==> config.mk <==
export PLATFORM = sky130hd
export DESIGN_NAME = spi_responder
export DESIGN_NICKNAME = d
export VERILOG_FILES = /design/src/rtl/spi_responder.sv
export SDC_FILE = /design/constraint.sdc
export NUM_CORES = 1
export LEC_CHECK = 0
export ABC_AREA = 1
export ABC_CLOCK_PERIOD_IN_PS = 5650
export CAP_MARGIN = 25
export CORE_ASPECT_RATIO = 1.75
export CORE_MARGIN = 10
export CORE_UTILIZATION = 46
export CTS_CLUSTER_SIZE = 10
export DETAILED_ROUTE_END_ITERATION = 10
export GPL_TIMING_DRIVEN = 1
export PLACE_DENSITY = 0.76
export SETUP_SLACK_MARGIN = 0.15
export SKIP_LAST_GASP = 1
export SYNTH_ARGS = -nofsm -noshare
export SYNTH_HDL_FRONTEND = slang
export SYNTH_SLANG_ARGS = --single-unit
export TNS_END_PERCENT = 10
==> constraint.sdc <==
create_clock -name i_clock -period 5.65 [get_ports i_clock]
set_clock_uncertainty 0.15 [all_clocks]
set_input_delay 1.13 -clock i_clock [delete_from_list [all_inputs] [get_ports i_clock]]
set_output_delay 1.13 -clock i_clock [all_outputs]
set_load 0.01 [all_outputs]
==> src/rtl/spi_responder.sv <==
`timescale 1ns/1ps
// SPI mode-0 register-file responder: 16-bit {rw, addr[6:0], data[7:0]} frames,
// oversampled in the i_clock domain, with a local write port and combinational readback.
module spi_responder #(
    parameter int NUM_REGS   = 16,
    parameter int WORD_WIDTH = 8
) (
    input  logic                  i_clock,
    input  logic                  i_reset,
    input  logic                  i_enable,
    input  logic                  SCLK,
    input  logic                  CS,
    input  logic                  MOSI,
    output logic                  MISO,
    output logic                  o_miso_oe,
    input  logic                  i_local_we,
    input  logic [6:0]            i_local_addr,
    input  logic [WORD_WIDTH-1:0] i_local_data,
    input  logic [6:0]            i_rd_addr,
    output logic [WORD_WIDTH-1:0] o_rd_data,
    output logic                  o_wr_strobe,
    output logic [6:0]            o_wr_addr,
    output logic [WORD_WIDTH-1:0] o_wr_data,
    output logic                  o_frame_done,
    output logic                  o_frame_error,
    output logic                  o_busy
);
    // state  | meaning
    // S_IDLE | waiting for CS fall while enabled
    // S_ADDR | shifting in rw + address (edges 1..8)
    // S_DATA | shifting in data, shifting out read data (edges 9..16)
    // S_END  | all 16 bits seen, waiting for CS rise; extra edges mark overrun
    typedef enum logic [1:0] {S_IDLE, S_ADDR, S_DATA, S_END} state_t;

    localparam int IW = (NUM_REGS > 1) ? $clog2(NUM_REGS) : 1;

    function automatic logic in_range(input logic [6:0] a);
        return 32'(a) < NUM_REGS;
    endfunction

    logic [1:0] rst_pipe;
    logic       rst;
    logic [2:0] sclk_s, cs_s, mosi_s;
    logic       sclk_rise, sclk_fall, cs_rise, cs_fall, mosi_bit;

    state_t                state, state_n;
    logic [4:0]            bit_cnt;
    logic [WORD_WIDTH-1:0] shift_q, tx_q;
    logic [6:0]            addr_q, hdr_addr;
    logic                  cmd_rd, ovr;
    logic                  start, shift_en, latch_hdr, tx_shift, set_ovr;
    logic                  commit, done_n, err_n;
    logic [WORD_WIDTH-1:0] regs [NUM_REGS];

    // Reset asserts immediately, releases on a clock edge.
    always_ff @(posedge i_clock or posedge i_reset) begin
        if (i_reset) rst_pipe <= 2'b11;
        else         rst_pipe <= {rst_pipe[0], 1'b0};
    end
    assign rst = rst_pipe[1];

    // CS chain resets low so a CS already low at reset release never looks like a falling edge.
    always_ff @(posedge i_clock or posedge rst) begin
        if (rst) begin
            sclk_s <= '0;
            cs_s   <= '0;
            mosi_s <= '0;
        end else begin
            sclk_s <= {sclk_s[1:0], SCLK};
            cs_s   <= {cs_s[1:0], CS};
            mosi_s <= {mosi_s[1:0], MOSI};
        end
    end

    assign sclk_rise = sclk_s[1] & ~sclk_s[2];
    assign sclk_fall = ~sclk_s[1] & sclk_s[2];
    assign cs_rise   = cs_s[1] & ~cs_s[2];
    assign cs_fall   = ~cs_s[1] & cs_s[2];
    assign mosi_bit  = mosi_s[2];
    assign hdr_addr  = {shift_q[5:0], mosi_bit};

    always_comb begin
        state_n   = state;
        start     = 1'b0;
        shift_en  = 1'b0;
        latch_hdr = 1'b0;
        tx_shift  = 1'b0;
        set_ovr   = 1'b0;
        commit    = 1'b0;
        done_n    = 1'b0;
        err_n     = 1'b0;
        case (state)
            S_IDLE: if (cs_fall && i_enable) begin
                start   = 1'b1;
                state_n = S_ADDR;
            end
            S_ADDR: if (cs_rise) begin
                err_n   = 1'b1;
                state_n = S_IDLE;
            end else if (sclk_rise) begin
                shift_en = 1'b1;
                if (bit_cnt == 5'd7) begin
                    latch_hdr = 1'b1;
                    state_n   = S_DATA;
                end
            end
            S_DATA: if (cs_rise) begin
                err_n   = 1'b1;
                state_n = S_IDLE;
            end else begin
                if (sclk_rise) begin
                    shift_en = 1'b1;
                    if (bit_cnt == 5'd15) state_n = S_END;
                end
                // The falling edge right after edge 8 must keep bit 7 on the line.
                if (sclk_fall && cmd_rd && bit_cnt >= 5'd9) tx_shift = 1'b1;
            end
            S_END: if (cs_rise) begin
                state_n = S_IDLE;
                if (ovr) begin
                    err_n = 1'b1;
                end else begin
                    done_n = 1'b1;
                    commit = !cmd_rd && in_range(addr_q);
                end
            end else if (sclk_rise) begin
                set_ovr = 1'b1;
            end
            default: state_n = S_IDLE;
        endcase
    end

    always_ff @(posedge i_clock or posedge rst) begin
        if (rst) begin
            state         <= S_IDLE;
            o_wr_strobe   <= 1'b0;
            o_frame_done  <= 1'b0;
            o_frame_error <= 1'b0;
            o_wr_addr     <= '0;
            o_wr_data     <= '0;
        end else begin
            state         <= state_n;
            o_wr_strobe   <= commit;
            o_frame_done  <= done_n;
            o_frame_error <= err_n;
            if (commit) begin
                o_wr_addr <= addr_q;
                o_wr_data <= shift_q;
            end
        end
    end

    always_ff @(posedge i_clock or posedge rst) begin
        if (rst) begin
            bit_cnt <= '0;
            shift_q <= '0;
            tx_q    <= '0;
            addr_q  <= '0;
            cmd_rd  <= 1'b0;
            ovr     <= 1'b0;
        end else begin
            if (start) begin
                bit_cnt <= '0;
                shift_q <= '0;
                ovr     <= 1'b0;
            end else if (shift_en) begin
                bit_cnt <= bit_cnt + 5'd1;
                shift_q <= latch_hdr ? '0 : {shift_q[WORD_WIDTH-2:0], mosi_bit};
            end
            if (latch_hdr) begin
                cmd_rd <= shift_q[6];
                addr_q <= hdr_addr;
                tx_q   <= in_range(hdr_addr) ? regs[hdr_addr[IW-1:0]] : '0;
            end else if (tx_shift) begin
                tx_q <= {tx_q[WORD_WIDTH-2:0], 1'b0};
            end
            if (set_ovr) ovr <= 1'b1;
        end
    end

    // SPI commit has priority over a same-cycle local write.
    always_ff @(posedge i_clock or posedge rst) begin
        if (rst) begin
            for (int i = 0; i < NUM_REGS; i++) regs[i] <= '0;
        end else if (commit) begin
            regs[addr_q[IW-1:0]] <= shift_q;
        end else if (i_local_we && in_range(i_local_addr)) begin
            regs[i_local_addr[IW-1:0]] <= i_local_data;
        end
    end

    assign o_rd_data = in_range(i_rd_addr) ? regs[i_rd_addr[IW-1:0]] : '0;
    assign MISO      = (state == S_DATA) && cmd_rd && tx_q[WORD_WIDTH-1];
    assign o_miso_oe = (state != S_IDLE);
    assign o_busy    = (state != S_IDLE);
endmodule

Word-level counts from Yosys, hierarchy flattened

Index checks and enable logic that the tools add are counted.

Reductions and logical operators: 18
Eq/ne operators: 11
Mux-type cells: 57
Magnitude comparators: 11
Add/subtract/negate cells: 1
Bitwise logic cells: 12

Operators with widths:

| kind                  | count |
|---|---|
| $bwmux W128           | 2 |
| $mux W128             | 2 |
| $mux W8               | 13 |
| $bmux W8 S4           | 2 |
| $demux W8 S4          | 2 |
| $lt A7 B5 Y1 const B  | 4 |
| $mux W1               | 24 |
| $ge A5 B5 Y1 const B  | 4 |
| $not A4 Y5            | 4 |
| $mux W2               | 8 |
| $ne A3 B3 Y1 const B  | 4 |
| $lt A5 B1 Y1 const B  | 2 |
| $mux W5               | 2 |
| $reduce_bool A2 Y1    | 5 |
| $logic_and A1 B1 Y1   | 9 |
| $pmux W2 S4           | 1 |
| $reduce_and A6 Y1     | 1 |
| $add A5 B1 Y5 const B | 1 |
| $eq A5 B3 Y1 const B  | 1 |
| $eq A5 B4 Y1 const B  | 1 |
| $ge A5 B4 Y1 const B  | 1 |
| $and A1 B1 Y1         | 4 |
| $eq A2 B2 Y1 const B  | 2 |
| $ne A2 B2 Y1 const B  | 2 |
| 6 further kinds       | 9 |

Word-level logic and storage cells: 142
Output and inout bits: 29
Bits in registers: 189

Longest topological paths before layout

Depth after elaboration: 9
Gate-level depth with buffers: 12
Gate-level depth less buffers: 10

Worst setup path before layout

Ideal clock, no wire load.

Kind: input port to output port
Start point: input i_rd_addr[0]
End point: output o_rd_data[7]
Stages on the path: 7
Buffers on the path: 3
Setup slack: 2.116 ns
Required time: 4.370 ns
Arrival: 2.254 ns
Path through: buf_2 -> buf_2 -> clkbuf_1 -> o21ai_0 -> nand3_1 -> nand3_1 -> a21oi_1

Word-level cells in the longest chain between the ends: 5
Elaborated cells between the ends (all ways): 6
Those cells by class: order compare (1); mux (4); bitwise (1)

Ends and longest elaborated chain:

| element                                     | RTL line | RTL |
|---|---|---|
| start: declaration                          | 19       | `input logic [6:0] i_rd_addr,` |
| $not A4 Y5 (not written as such)            | 192      | `assign o_rd_data = in_range(i_rd_addr) ? regs[i_rd_addr[IW-1:0]] : '0;` |
| $bmux W8 S4                                 | 192      |  |
| $mux W8 (not written as such) (2 in series) | 192      |  |
| $mux W8 (*)                                 | 192      |  |
| end: declaration                            | 20       | `output logic [WORD_WIDTH-1:0] o_rd_data,` |

Mark *: on every way between the ends. The rest lies on a longest branch, timed or not. The select of a mux whose other input is x is not followed.

Worst setup path in the final report

Start point: input i_rd_addr[1]
End point: output o_rd_data[4]

The elaborated chain is that of the path after synthesis.

==> flow_metrics.py <==
metrics = {
    "final_layout": {
        "final_cells": 2157,
        "area_growth_pct": 9.61,
        "drive_gt1_share_pct": 6.33,
        "antennaDiodeCount": 0,
        "final_net_count": 1857,
    },
    "clock_tree": {
        "cts_max_level": 4,
        "clkTransAtPathRegs_ns": 0.07,
        "cts_resized": 0,
        "cts_max_path_buffers": 2,
        "clock_latency_ns": 0.47,
        "cts_hold_buf": 0,
        "clock-sinks": 189,
        "root_buffer": "clkbuf_16",
        "cts_setup_buffers": 0,
        "numCtsBuffers": 17,
        "cts_tree": "done",
    },
    "yosys": {
        "synth_cell_type_count": 41,
        "synth_seq_cells": 189,
        "syn_area_per_cell_um2": 6.68,
        "synthArstFlopShare_pct": 100,
        "syn-cell-area_um2": 12400,
        "syn_inst": 1852,
        "yosys-top-cells-area": "dfrtp_1, nand2_1, nand3_1",
        "synthFlopType": "dfrtp_1",
        "synth.largest_area_cell": "dfrtp_1",
        "synth_top_area_share_pct": 37.8,
        "synth.net_count": 1889,
        "synth_warnings": 0,
        "synth_edf_count": 0,
        "ys_seq_area_share_pct": 38.2,
    },
    "drt": {
        "drt_pass1_iterations": 8,
        "wl_per_cell_um": 20.9,
        "drtIter0Drc": 1561,
        "viasPerCell": 5.99,
        "ant_nets": 0,
        "finalWirelength_mm": 45.2,
        "vias": 12924,
        "drcViolationCount": 0,
    },
    "power_and_ir_drop": {
        "vdd.ir_drop.worst_uv": 229,
        "power_density_nw_per_um2": 411,
        "total_power_mw": 5.58,
        "p_leak_nw": 6.13,
    },
    "critical_path": {
        "worst_setup_path_start_kind": "input port",
        "rrSetupSlack_ns": 2.31,
        "r2r_start": "state[0]$_DFFE_PP0P_",
        "crit_start": "i_rd_addr[1]",
        "critPathKind": "in2out",
        "cp.arrival_ns": 3.51,
        "end_kind": "output port",
        "cp.required_ns": 4.37,
        "cp_max_fo": 41,
    },
    "grt": {
        "grt_use_total_pct": 26.6,
        "overflow": 0,
        "grt_pass1_vias": 11982,
        "grt_max_degree": 170,
        "antenna_found_initial": 0,
        "grt_first_pass_wirelength_mm": 69.6,
    },
    "hold_path": {
        "min_from": "mosi_s[1]$_DFF_PP0_",
        "hold_class": "reg2reg",
    },
    "placed_design": {
        "post-place-cells": 2123,
        "io_buffer_count": 57,
        "gp_congestion": 0.973,
        "place_hpwl_mm": 30.9,
    },
    "die": {
        "die-area_um2": 34100,
        "die_y_um": 237,
        "start_util_pct": 46.5,
        "rows": 79,
        "fp.dieW_um": 144,
        "ios": 58,
        "core_um2": 26600,
    },
    "timing": {
        "slew_headroom_pct": 20.9,
        "min_period_ns": 4.79,
        "fin_crit_sh_pct": 84.7,
        "rsz0062_at_grt": "false",
        "hold_ws_ns": 0.198,
        "max_freq_mhz": 209,
        "setup_viol": 0,
        "maxSlewViolCount": 0,
        "hold_viol_final": 0,
        "tightest_slew_ns": 1.19,
        "tns_ns": 0,
    },
    "outcome": {
        "status": "complete, no violations",
    },
    "run": {
        "maxCapViolCount": 0,
    },
}
==> worst max-delay path, stage by stage <==
cell             delay [ns]
clkdlybuf4s50_1        0.52
buf_4                  0.45
o211ai_1               0.20
nand3_1                0.18
nand3_1                0.10
a21oi_1                0.27
clkdlybuf4s50_1        0.61
==> registers in the layout, summed over array words and instances, names as in the netlist <==
name,count
ovr,1
o_frame_done,1
state,2
sclk_s,3
o_wr_strobe,1
addr_q,7
o_frame_error,1
cmd_rd,1
o_wr_addr,7
bit_cnt,5
rst_pipe,2
regs,128
o_wr_data,8
cs_s,3
shift_q,8
tx_q,8
mosi_s,3
==> kinds of logic (layout without fill, tap and decap cells) <==
logic type | after synthesis | count (layout) | share of synthesized area (%)
flip-flops | 189 | 189 | 38.2
buffers and inverters | 309 | 290 | 10.3
adder cells (fa/ha/maj) | 8 | 8 | 0.809
AO/OA/AOI/OAI | 416 | 416 | 17.7
AND/OR/NAND/NOR | 929 | 929 | 32.9
other | 1 | 1 | 0.0303
==> final timing paths <==
kind                                          end  cells after the start
setup / recovery                     o_rd_data[4]                      7
hold / removal                mosi_s[2]$_DFF_PP0_                      0
setup reg to reg             regs[15]$_DFFE_PP0P_                     10
hold reg to reg               mosi_s[2]$_DFF_PP0_                      0
max in group asynchronous  shift_q[1]$_DFFE_PP0P_                      2
min in group asynchronous    regs[95]$_DFFE_PP0P_                      1
==> placed cells by master, fill, tap and decap left out, types with 2 or more instances in the layout <==
cell type        synthesis  final
nand2_1                460    460
nand3_1                301    301
o21ai_0                233    233
dfrtp_1                187    185
inv_1                  161    160
nor2_1                 119    119
a21oi_1                102    102
clkdlybuf4s50_1          0     56
o21ai_1                 38     38
clkbuf_16                0     17
inv_2                   14     14
o211ai_1                14     14
buf_4                    9     12
o21a_1                  10     10
o22ai_1                  9      9
nand2_2                  8      8
nor2_2                   8      8
ha_1                     8      8
o21ai_2                  6      6
nand3b_1                 6      6
nor2_4                   5      5
nor3_1                   5      5
clkinvlp_4               0      5
buf_8                    0      5
nand2_4                  4      4
clkinv_2                 2      4
or2_2                    4      4
inv_6                    0      4
clkinv_1                 3      3
nand4_1                  3      3
nor3_4                   2      2
inv_8                    0      2
dfrtp_2                  0      2
buf_12                   0      2
dfstp_2                  2      2
==> synth_stat cells, types with 2 or more instances <==
cell / number
nor2_1: 119
dfstp_2: 2
inv_1: 161
buf_1: 12
a21oi_1: 102
o21ai_0: 233
nor3_1: 5
ha_1: 8
nor3_4: 2
nand3_1: 301
dfrtp_1: 187
nand2_2: 8
o211ai_1: 14
clkbuf_1: 81
buf_4: 9
inv_2: 14
clkinv_2: 2
o21ai_2: 6
buf_2: 19
or2_2: 4
nand2_4: 4
nand3b_1: 6
o22ai_1: 9
buf_6: 7
nor2_4: 5
clkinv_1: 3
o21a_1: 10
nand2_1: 460
nor2_2: 8
o21ai_1: 38
nand4_1: 3
==> report_power, final <==
part | switching, mW | internal, mW | leakage, nW
sequential | 0.478 | 1.85 | 2.29
combinational | 1.38 | 0.664 | 3.57
clock | 0.589 | 0.629 | 0.271
==> layout make-up <==
cell class / instances / area [um^2]
clock buffers: 19 / 443
clock inverters: 13 / 128
well taps: 324 / 405
flip-flops and latches: 189 / 4730
multi-input cells: 1354 / 6370
fillers: 2575 / 13000
inverters: 181 / 688
repair buffers: 77 / 798
==> through the flow <==
stage / cell area, um^2 / setup slack, ns / util, %
finish: 13600 / 0.862 / 51.0
global route: 13600 / 0.774 / 51.0
detailed placement: 13000 / 0.962 / 48.8
CTS: 13500 / 0.945 / 50.9
floorplan: 12400 / 2.12 / -
global placement: 12900 / 0.943 / 48.5
==> metal layers <==
metal	vias up	wire [um]	share of wire, %	GRT usage, %
met5	-	0	0	0
met2	762	20900	46	42.0
met1	5965	16600	37	31.7
li1	5998	-	-	-
met4	0	3290	7.3	17.4
met3	199	4380	9.7	5.75
Power figures use the tool's default switching activity.
